## config.mk

```make
export PLATFORM = sky130hd
export DESIGN_NAME = seq_gen_tx_flat
export DESIGN_NICKNAME = d
export VERILOG_FILES = /design/src/rtl/seq_pkg.sv /design/src/rtl/seq_gen_tx_if.sv /design/src/rtl/bit_tick_gen.sv /design/src/rtl/seq_gen_tx.sv /design/src/flat_wrapper.sv
export SDC_FILE = /design/constraint.sdc
export NUM_CORES = 1
export LEC_CHECK = 0
export CAP_MARGIN = 25
export CORE_UTILIZATION = 51
export CTS_CLUSTER_SIZE = 12
export DETAILED_ROUTE_END_ITERATION = 6
export PLACE_DENSITY = 0.86
export SYNTH_ARGS = -nofsm -noshare
export SYNTH_HDL_FRONTEND = slang
export SYNTH_SLANG_ARGS = --single-unit
```

## constraint.sdc

```tcl
create_clock -name clk -period 2.2 [get_ports clk]
set_input_delay 0.55 -clock clk [delete_from_list [all_inputs] [get_ports clk]]
set_output_delay 0.55 -clock clk [all_outputs]
set_load 0.005 [all_outputs]
```

## src/rtl/seq_pkg.sv

```systemverilog
// seq_pkg: definitions shared by the sequence transmitter, its bus
// interface and the test benches.
//   state_t        - transmitter FSM states (binary encoded)
//   DATA_W_DEFAULT - default transmitted word width (DIP switch width)
//   BIT_DIV_SIM    - short bit period used in simulation
package seq_pkg;

    localparam int unsigned DATA_W_DEFAULT = 8;
    localparam int unsigned BIT_DIV_SIM    = 4;

    typedef enum logic [1:0] {
        ST_IDLE  = 2'd0,
        ST_SHIFT = 2'd1,
        ST_DONE  = 2'd2
    } state_t;

endpackage

```

## src/rtl/seq_gen_tx_if.sv

```systemverilog
// seq_gen_tx_if: control and serial-output bundle of the sequence
// transmitter.
//   start, repeat_en, bm                             - driven by the controller (master)
//   ser_out, ser_valid, bit_idx, busy, done           - driven by the transmitter (slave)
interface seq_gen_tx_if
    import seq_pkg::*;
#(
    parameter int unsigned DATA_W = DATA_W_DEFAULT
);
    localparam int unsigned IDX_W = $clog2(DATA_W);

    logic              start;
    logic              repeat_en;
    logic [DATA_W-1:0] bm;
    logic              ser_out;
    logic              ser_valid;
    logic [IDX_W-1:0]  bit_idx;
    logic              busy;
    logic              done;

    modport master (
        output start, repeat_en, bm,
        input  ser_out, ser_valid, bit_idx, busy, done
    );

    modport slave (
        input  start, repeat_en, bm,
        output ser_out, ser_valid, bit_idx, busy, done
    );

endinterface

```

## src/rtl/bit_tick_gen.sv

```systemverilog
// bit_tick_gen: bit-period counter. Counts clk cycles while en is high and
// raises tick on the last cycle of each BIT_DIV-cycle period, then wraps.
//   clk, rst_n - clock, asynchronous active-low reset
//   en         - count enable
//   clr        - synchronous clear, overrides counting
//   tick       - high during the final cycle of the period (decoded from the
//                registered count, so no path from en/clr timing into the count)
module bit_tick_gen #(
    parameter int unsigned BIT_DIV = 4,
    parameter int unsigned CNT_W   = 26
) (
    input  logic clk,
    input  logic rst_n,
    input  logic en,
    input  logic clr,
    output logic tick
);
    localparam logic [CNT_W-1:0] LAST = CNT_W'(BIT_DIV - 1);

    logic [CNT_W-1:0] cnt_q, cnt_d;

    always_comb begin
        tick  = en && (cnt_q == LAST);
        cnt_d = cnt_q;
        if (clr || tick) begin
            cnt_d = '0;
        end else if (en) begin
            cnt_d = cnt_q + CNT_W'(1);
        end
    end

    always_ff @(posedge clk or negedge rst_n) begin
        if (!rst_n) begin
            cnt_q <= '0;
        end else begin
            cnt_q <= cnt_d;
        end
    end

endmodule

```

## src/rtl/seq_gen_tx.sv

```systemverilog
// seq_gen_tx: serial sequence transmitter. On a start request it latches
// the switch word bm and shifts it out MSB-first, holding each bit for
// BIT_DIV clocks with a ser_valid strobe on the last cycle of each bit.
//   clk, rst_n - clock, asynchronous active-low reset
//   bus        - seq_gen_tx_if.slave: start/repeat_en/bm in,
//                ser_out/ser_valid/bit_idx/busy/done out
module seq_gen_tx
    import seq_pkg::*;
#(
    parameter int unsigned DATA_W  = DATA_W_DEFAULT,
    parameter int unsigned BIT_DIV = 25_000_000,
    parameter int unsigned CNT_W   = 26
) (
    input  logic         clk,
    input  logic         rst_n,
    seq_gen_tx_if.slave  bus
);
    localparam int unsigned      IDX_W    = $clog2(DATA_W);
    localparam logic [IDX_W-1:0] LAST_IDX = IDX_W'(DATA_W - 1);

    state_t            state_q, state_d;
    logic [DATA_W-1:0] shreg_q, shreg_d;
    logic              ser_out_q, ser_out_d;
    logic [IDX_W-1:0]  bit_idx_q, bit_idx_d;
    logic              busy_q, busy_d;
    logic              done_q, done_d;
    logic              launch;
    logic              tick;

    bit_tick_gen #(
        .BIT_DIV (BIT_DIV),
        .CNT_W   (CNT_W)
    ) u_tick (
        .clk   (clk),
        .rst_n (rst_n),
        .en    (state_q == ST_SHIFT),
        .clr   (launch),
        .tick  (tick)
    );

    always_comb begin
        state_d   = state_q;
        shreg_d   = shreg_q;
        ser_out_d = ser_out_q;
        bit_idx_d = bit_idx_q;
        busy_d    = busy_q;
        done_d    = 1'b0;
        launch    = 1'b0;

        case (state_q)
            ST_IDLE: begin
                launch = bus.start;
            end
            ST_SHIFT: begin
                if (tick) begin
                    if (bit_idx_q == LAST_IDX) begin
                        state_d = ST_DONE;
                        done_d  = 1'b1;
                    end else begin
                        shreg_d   = shreg_q << 1;
                        ser_out_d = shreg_d[DATA_W-1];
                        bit_idx_d = bit_idx_q + IDX_W'(1);
                    end
                end
            end
            ST_DONE: begin
                // bit_idx returns to 0 so IDLE shows reset values; ser_out keeps the last bit
                bit_idx_d = '0;
                if (bus.repeat_en) begin
                    launch = 1'b1;
                end else begin
                    state_d = ST_IDLE;
                    busy_d  = 1'b0;
                end
            end
            default: begin
                state_d = ST_IDLE;
            end
        endcase

        // Launch is shared by IDLE+start and DONE+repeat_en
        if (launch) begin
            shreg_d   = bus.bm;
            ser_out_d = bus.bm[DATA_W-1];
            bit_idx_d = '0;
            busy_d    = 1'b1;
            state_d   = ST_SHIFT;
        end
    end

    always_ff @(posedge clk or negedge rst_n) begin
        if (!rst_n) begin
            state_q   <= ST_IDLE;
            shreg_q   <= '0;
            ser_out_q <= 1'b0;
            bit_idx_q <= '0;
            busy_q    <= 1'b0;
            done_q    <= 1'b0;
        end else begin
            state_q   <= state_d;
            shreg_q   <= shreg_d;
            ser_out_q <= ser_out_d;
            bit_idx_q <= bit_idx_d;
            busy_q    <= busy_d;
            done_q    <= done_d;
        end
    end

    assign bus.ser_out   = ser_out_q;
    assign bus.ser_valid = tick;
    assign bus.bit_idx   = bit_idx_q;
    assign bus.busy      = busy_q;
    assign bus.done      = done_q;

endmodule

```

## src/flat_wrapper.sv

```systemverilog
// flat-port wrapper written by rule: the top's interface ports become plain ports
module seq_gen_tx_flat import seq_pkg::*;
#(
    parameter int unsigned DATA_W  = DATA_W_DEFAULT,
    parameter int unsigned BIT_DIV = 25_000_000,
    parameter int unsigned CNT_W   = 26
)
  (clk, rst_n, bus_start, bus_repeat_en, bus_bm, bus_ser_out, bus_ser_valid, bus_bit_idx, bus_busy, bus_done);
  seq_gen_tx_if #(.DATA_W(DATA_W)) bus_i ();
  input  logic clk;
  input  logic rst_n;
  input wire logic [$bits(bus_i.start)-1:0] bus_start;
  input wire logic [$bits(bus_i.repeat_en)-1:0] bus_repeat_en;
  input wire logic [$bits(bus_i.bm)-1:0] bus_bm;
  output wire logic [$bits(bus_i.ser_out)-1:0] bus_ser_out;
  output wire logic [$bits(bus_i.ser_valid)-1:0] bus_ser_valid;
  output wire logic [$bits(bus_i.bit_idx)-1:0] bus_bit_idx;
  output wire logic [$bits(bus_i.busy)-1:0] bus_busy;
  output wire logic [$bits(bus_i.done)-1:0] bus_done;
  assign bus_i.start = bus_start;
  assign bus_i.repeat_en = bus_repeat_en;
  assign bus_i.bm = bus_bm;
  assign bus_ser_out = bus_i.ser_out;
  assign bus_ser_valid = bus_i.ser_valid;
  assign bus_bit_idx = bus_i.bit_idx;
  assign bus_busy = bus_i.busy;
  assign bus_done = bus_i.done;
  seq_gen_tx #(.DATA_W(DATA_W), .BIT_DIV(BIT_DIV), .CNT_W(CNT_W)) u_core (.clk(clk), .rst_n(rst_n), .bus(bus_i));
endmodule
```

==> flow_metrics.tcl, run 1 <==
set metrics [dict create \
    relSlewSlack_pct 65.54 \
    crit_chain "buf_4 -> inv_1 -> ha_2 -> a221oi_4 -> nor3_4 -> nand4_2 -> or4b_1 -> a21oi_1" \
    reg2reg_from "u_core.state_q[0]$_DFFE_PN0P_" \
    finalSetupViolations 0 \
    ys_types 41 \
    leakagePower_uw 0.001297 \
    drv_slew 0 \
    initial_utilization_pct 53.57 \
    core_area_um2 4029 \
    ff2ff_path_depth 8 \
    via_count 1879 \
    n_antenna_cell 0 \
    ant_nets 0 \
    route.detailed.drc 0 \
    power_uw 1421 \
    fp.dieH_um 67.06 \
    p_sw_uw 279.2 \
    drive_gt1_share_pct 23.83 \
    period_minus_slack_ns 2.156 \
    io-pin-count 19 \
    sequentialPowerShare_pct 53.0 \
    port_buffers 18 \
    drt_wl_total_um 5245 \
    cp_slowest_cell "or4b_1" \
    power.density_nw_per_um2 502.9 \
    timing.final.crit_share_pct 97.99 \
    grt_max_degree 42 \
    ys.flop_type "dfrtp_1" \
    syn-cell-area_um2 2158 \
    worst_pin_slew_ns 0.5169 \
    rsz0062_at_grt "yes" \
    synth_edf_count 0 \
    drt-vias-per-instance 5.746 \
    synth.area.top_cells "dfrtp_1 (48%), nor2_1 (6.3%), xor2_1 (6.1%), ha_1 (4.1%), mux2i_1 (3.2%)" \
    gp_congestion 0.9315 \
    fin_worst_skew_ns 0.005483 \
    grt_pass1_wl_um 8445 \
    ys_seq_area_share_pct 47.54 \
    switching_share_pct 19.64 \
    clkPwrFrac_pct 44.2 \
    drt_iter0_drc 181 \
    max_freq_ghz 0.4639 \
    antenna_found_initial 0 \
    fin_setup_tns_ns 0 \
    final_cell_mix "buf_4 (43), dfrtp_1 (41), nor2_1 (35)" \
    start_kind "register" \
    areaGrowthSynthToFinish_pct 30.96 \
    r2r_end "u_core.u_tick.cnt_q[25]$_DFFE_PN0P_" \
    critPathMaxStageDelay_ns 0.50 \
    clk_pin_slew_worst_paths_ns 0.08 \
    async_reset_ff_share_pct 100.0 \
    hold_viol 0 \
    grt_pass1_vias 1899 \
    synth-seq-cells 41 \
    num-nets-final 295 \
    worstSetupPathType "reg -> reg" \
    status "completed" \
    grtUsageTotal_pct 25.28 \
    dp_worst_setup_slack_ns -0.1254 \
    setup_slack_ns 0.04433 \
    synth_top_area_cell "dfrtp_1" \
    fp.dieArea_um2 4496 \
    die_x_um 67.06 \
    num_rows 23 \
    cts_hold_buf 0 \
    clk_path_buf_depth 2 \
    dp_hpwl_um 3647 \
    final_common_cell "buf_4" \
    syn_inst 215 \
    end_kind "register" \
    peakVddDrop_uv 394.3 \
    cts_buffers 5 \
    syn_nets 234 \
    hold_path.class "in -> async" \
    crit_fanout 4 \
    p_comb_share_pct 2.8 \
    ys_warn_count 0 \
    dr.pass1.iters 5 \
    rrSetupSlack_ns 0.04 \
    internal-power_uw 1142 \
    clk_latency_ns 0.29 \
    wl_per_cell_um 16.04 \
    clock_sinks 41 \
    overflow 0 \
    cp.arrival_ns 2.37 \
    required_ns 2.41 \
    yosysTopAreaCellShare_pct 47.54 \
    root_buffer "clkbuf_8" \
    maxCapViolCount 0 \
    cts_max_level 2 \
    cts_tree "yes" \
    syn_area_per_cell_um2 10.04 \
]
[registers in the layout (all words and copies together) (netlist names)]
signal               count
u_core.state_q           2
u_core.bus.busy          1
u_core.bus.done          1
u_core.u_tick.cnt_q     26
u_core.bus.bit_idx       3
u_core.shreg_q           7
u_core.bus.ser_out       1
[through the flow]
step                      hold slack [ns]  util, %  cell area (um^2)  instances
final                              0.3121    70.16              2826        327
after global routing               0.3623    70.16              2826        327
after floorplan                    0.2544        -              2158        215
after detailed placement           0.5300    66.52              2680        318
after CTS                          0.3252    70.03              2821        327
after global placement             0.5136    66.52              2680        318
[cells by family after synthesis]
| group | share of synthesized area [%] |
|---|---|
| adder cells (fa/ha/maj) | 4.058 |
| flip-flops | 47.54 |
| AO/OA/AOI/OAI | 9.508 |
| multiplexers | 3.768 |
| XOR/XNOR | 8.522 |
| AND/OR/NAND/NOR | 24.12 |
| buffers and inverters | 2.493 |
[power by group through the flow]
stage	registers (uW)	clock network [uW]	logic, uW
3_3_place_gp	768	0	39.3
4_1_cts	753	636	40.6
3_5_place_dp	768	0	40.3
2_1_floorplan	768	0	0.0904
5_1_grt	753	667	43.9
6_report	753	629	39.7
[layout make-up]
cell class / count / area, um^2
Clock buffer: 7 / 86.33
Clock inverter: 1 / 30.03
Fill cell: 287 / 1202
Inverter: 6 / 22.52
Multi-Input combinational cell: 161 / 1106
Sequential cell: 41 / 1026
Tap cell: 50 / 62.56
Timing Repair Buffer: 61 / 493.0
[how the worst max path moves through the flow]
| stage | cells past startpoint | end | slack, ns | start |
|---|---|---|---|---|
| after floorplan | 8 | bus_ser_valid | 0.03 | u_core.state_q[1]$_DFFE_PN0P_ |
| after global placement | 6 | u_core.u_tick.cnt_q[25]$_DFFE_PN0P_ | -0.07 | bus_repeat_en |
| after detailed placement | 6 | u_core.u_tick.cnt_q[25]$_DFFE_PN0P_ | -0.13 | bus_repeat_en |
| after CTS | 8 | u_core.u_tick.cnt_q[25]$_DFFE_PN0P_ | 0.05 | u_core.state_q[0]$_DFFE_PN0P_ |
| after global routing | 8 | u_core.u_tick.cnt_q[25]$_DFFE_PN0P_ | -0.06 | u_core.state_q[0]$_DFFE_PN0P_ |
| final | 8 | u_core.u_tick.cnt_q[25]$_DFFE_PN0P_ | 0.04 | u_core.state_q[0]$_DFFE_PN0P_ |
[cells in the mapped netlist, types with 2 or more instances]
cell,number
mux2i_1,7
nand3_1,10
clkbuf_1,3
xor2_1,15
or3_1,2
a21oi_1,13
and4_1,3
nor3_1,2
and3_1,2
ha_1,7
xnor2_1,6
a22o_1,3
o211ai_1,2
dfrtp_1,41
nor2_1,36
inv_1,6
nand2_1,16
buf_2,4
nand2b_1,2
nor4_1,2
nand4_1,9
o21ai_0,5
[layer usage]
| layer | vias to the layer above | global-route usage, % | part of all wire, % |
|---|---|---|---|
| li1 | 875 | - | - |
| met1 | 912 | 30.14 | 41 |
| met2 | 71 | 44.00 | 52 |
| met3 | 21 | 5.137 | 4.3 |
| met4 | 0 | 9.574 | 2.7 |
| met5 | - | 0 | 0 |
[worst max-delay path: cells and delay by family (launching register included)]
kind	cells	cell delay, ns
AND/OR/NAND/NOR	3	0.90
flip-flops	1	0.40
AO/OA/AOI/OAI	2	0.29
adder cells (fa/ha/maj)	1	0.25
buffers and inverters	2	0.24
[repair_timing]
item / 4_1_cts / 5_1_grt
setup endpoints to repair: 2 / 11
resized for setup: 9 / 1
setup buffers: 1 / 0
pin swaps: 1 / 4
(Power assumes the default switching activity.)
==> inputs of run 2 (changes only) <==
--- a/config.mk
+++ b/config.mk
@@ -6,10 +6,12 @@
 export NUM_CORES = 1
 export LEC_CHECK = 0
 export CAP_MARGIN = 25
-export CORE_UTILIZATION = 51
+export CELL_PAD_IN_SITES_DETAIL_PLACEMENT = 0
+export CELL_PAD_IN_SITES_GLOBAL_PLACEMENT = 1
+export CORE_UTILIZATION = 40
 export CTS_CLUSTER_SIZE = 12
 export DETAILED_ROUTE_END_ITERATION = 6
-export PLACE_DENSITY = 0.86
+export PLACE_DENSITY = 0.85
 export SYNTH_ARGS = -nofsm -noshare
 export SYNTH_HDL_FRONTEND = slang
 export SYNTH_SLANG_ARGS = --single-unit
==> run 2 against run 1 <==
Compared with the run above: global-route usage decreased by 5.9 points; wire length decreased by 9.8%; highest routed layer unchanged; final cell count increased by 6.1%; die area increased by 27%.
==> flow_metrics.tcl, run 2 (same netlist as run 1, synthesis figures left out) <==
set metrics [dict create \
    status "completed" \
    switching_share_pct 18.75 \
    antenna_found_initial 0 \
    p_comb_share_pct 2.7 \
    ff2ff_path_depth 9 \
    dp_hpwl_um 3548 \
    setup_slack_ns 0.1240 \
    cts_buffers 5 \
    rsz0062_at_grt "no" \
    numPlacedInstances 338 \
    p_sw_uw 282.4 \
    cts_max_level 2 \
    drt_wl_total_um 4729 \
    whs_ns 0.1695 \
    clk_latency_ns 0.30 \
    final_util_pct 55.99 \
    grt_pass1_wl_um 8052 \
    via_count 1751 \
    timing.final.crit_share_pct 94.36 \
    gp_congestion 0.8667 \
    drt-vias-per-instance 5.046 \
    worstSetupPathType "reg -> out" \
    clkPwrFrac_pct 47.3 \
    hold_path.class "in -> async" \
    power_uw 1506 \
    drt_iter0_drc 54 \
    wl_per_cell_um 13.63 \
    num_rows 26 \
    dp_worst_setup_slack_ns -0.04323 \
    initial_utilization_pct 41.99 \
    fp.dieH_um 75.46 \
    path_buf_inv 2 \
    reg2reg_from "u_core.state_q[0]$_DFFE_PN0P_" \
    ant_nets 0 \
    internal-power_uw 1224 \
    hold_viol 0 \
    path_depth 5 \
    finalSetupViolations 0 \
    rrSetupSlack_ns 0.15 \
    die_x_um 75.46 \
    n_antenna_cell 0 \
    port_buffers 18 \
    cp.arrival_ns 1.53 \
    num-nets-final 295 \
    fin_worst_skew_ns 0.004273 \
    clock_sinks 41 \
    areaGrowthSynthToFinish_pct 33.33 \
    clk_path_buf_depth 2 \
    start_kind "register" \
    clk_pin_slew_worst_paths_ns 0.07 \
    critPathMaxStageDelay_ns 0.42 \
    period_minus_slack_ns 2.076 \
    crit_end "bus_ser_valid" \
    maxCapViolCount 0 \
    final_cell_mix "buf_4 (43), dfrtp_1 (41), nor2_1 (35)" \
    root_buffer "clkbuf_8" \
    leakagePower_uw 0.001307 \
    crit_chain "nor4b_4 -> and4_1 -> nand3_2 -> inv_1 -> clkbuf_2" \
    drv_slew 0 \
    regMostFlops "u_core.u_tick.cnt_q" \
    grt_max_degree 22 \
    dr.pass1.iters 4 \
    peakVddDrop_uv 323.0 \
    overflow 0 \
    required_ns 1.65 \
    cp_slowest_cell "dfrtp_1" \
    final_common_cell "buf_4" \
    max_freq_ghz 0.4817 \
    power.density_nw_per_um2 523.5 \
    route.detailed.drc 0 \
    stdcell_count 347 \
    largest_reg_flops 26 \
    r2r_end "u_core.u_tick.cnt_q[19]$_DFFE_PN0P_" \
    drive_gt1_share_pct 24.19 \
    sequentialPowerShare_pct 50.0 \
    worst_pin_slew_ns 0.4260 \
    crit_start "u_core.u_tick.cnt_q[7]$_DFFE_PN0P_" \
    fill_cells 483 \
    fp.dieArea_um2 5693 \
    end_kind "primary output" \
    grtUsageTotal_pct 19.39 \
    grt_pass1_vias 1758 \
    io-pin-count 19 \
    relSlewSlack_pct 71.58 \
    cts_tree "yes" \
    cp_top_family "simple AND/OR/NAND/NOR gates" \
    core_area_um2 5140 \
    crit_fanout 2 \
]
==> run 2: stage by stage <==
step / cell area, um^2 / setup TNS (ns)
after floorplan: 2158 / 0
after global placement: 2705 / -0.02863
after detailed placement: 2705 / -0.1244
after CTS: 2853 / 0
after global routing: 2878 / 0
final: 2878 / 0
==> run 2: worst reg2reg max path, delay by kind of cell (launching register included) <==
family                   cells  cell delay, ns
buffers and inverters        3            0.43
AO/OA/AOI/OAI                2            0.25
AND/OR/NAND/NOR              3            0.66
adder cells (fa/ha/maj)      1            0.25
flip-flops                   1            0.39
==> run 2: timing repair <==
action                                 in CTS  in global routing
cloned                                      0                  0
pin swaps                                   2                  1
setup endpoints to repair                   1                  2
endpoints found under the hold margin       0                  0
hold buffers                                0                  0
gates resized for setup                     5                  5
buffers inserted                            0                  1
==> run 2: how the worst min path moves through the flow <==
stage,endpoint,cells past startpoint,from
6_report,u_core.u_tick.cnt_q[5]$_DFFE_PN0P_,1,rst_n
5_1_grt,u_core.u_tick.cnt_q[8]$_DFFE_PN0P_,1,rst_n
4_1_cts,u_core.u_tick.cnt_q[8]$_DFFE_PN0P_,1,rst_n
3_5_place_dp,u_core.u_tick.cnt_q[5]$_DFFE_PN0P_,1,rst_n
3_3_place_gp,u_core.u_tick.cnt_q[5]$_DFFE_PN0P_,1,rst_n
2_1_floorplan,u_core.bus.bit_idx[0]$_DFFE_PN0P_,0,rst_n
==> run 2: area by class of cell <==
class | instances | area, um^2 | share of cell area [%]
multi-input combinational | 161 | 1115 | 38.74
clock inverter | 3 | 65.06 | 2.261
timing repair buffer | 61 | 493.0 | 17.13
clock buffer | 5 | 68.82 | 2.391
inverter | 6 | 22.52 | 0.7826
tap | 70 | 87.58 | 3.043
sequential | 41 | 1026 | 35.65
==> run 2: per-layer routing <==
layer	GRT usage (%)	vias to the layer above	routed length, um
li1	-	876	-
met3	4.365	6	132
met4	9.053	0	78
met5	0	-	0
met1	23.81	844	2103
met2	32.54	25	2414
==> run 2: power by group through the flow <==
stage          clock network, uW  registers (uW)  logic, uW
6_report                     713             753       40.7
5_1_grt                      762             753       45.9
4_1_cts                      736             753       42.2
3_5_place_dp                   0             768       42.1
3_3_place_gp                   0             768       41.4
2_1_floorplan                  0             768     0.0904
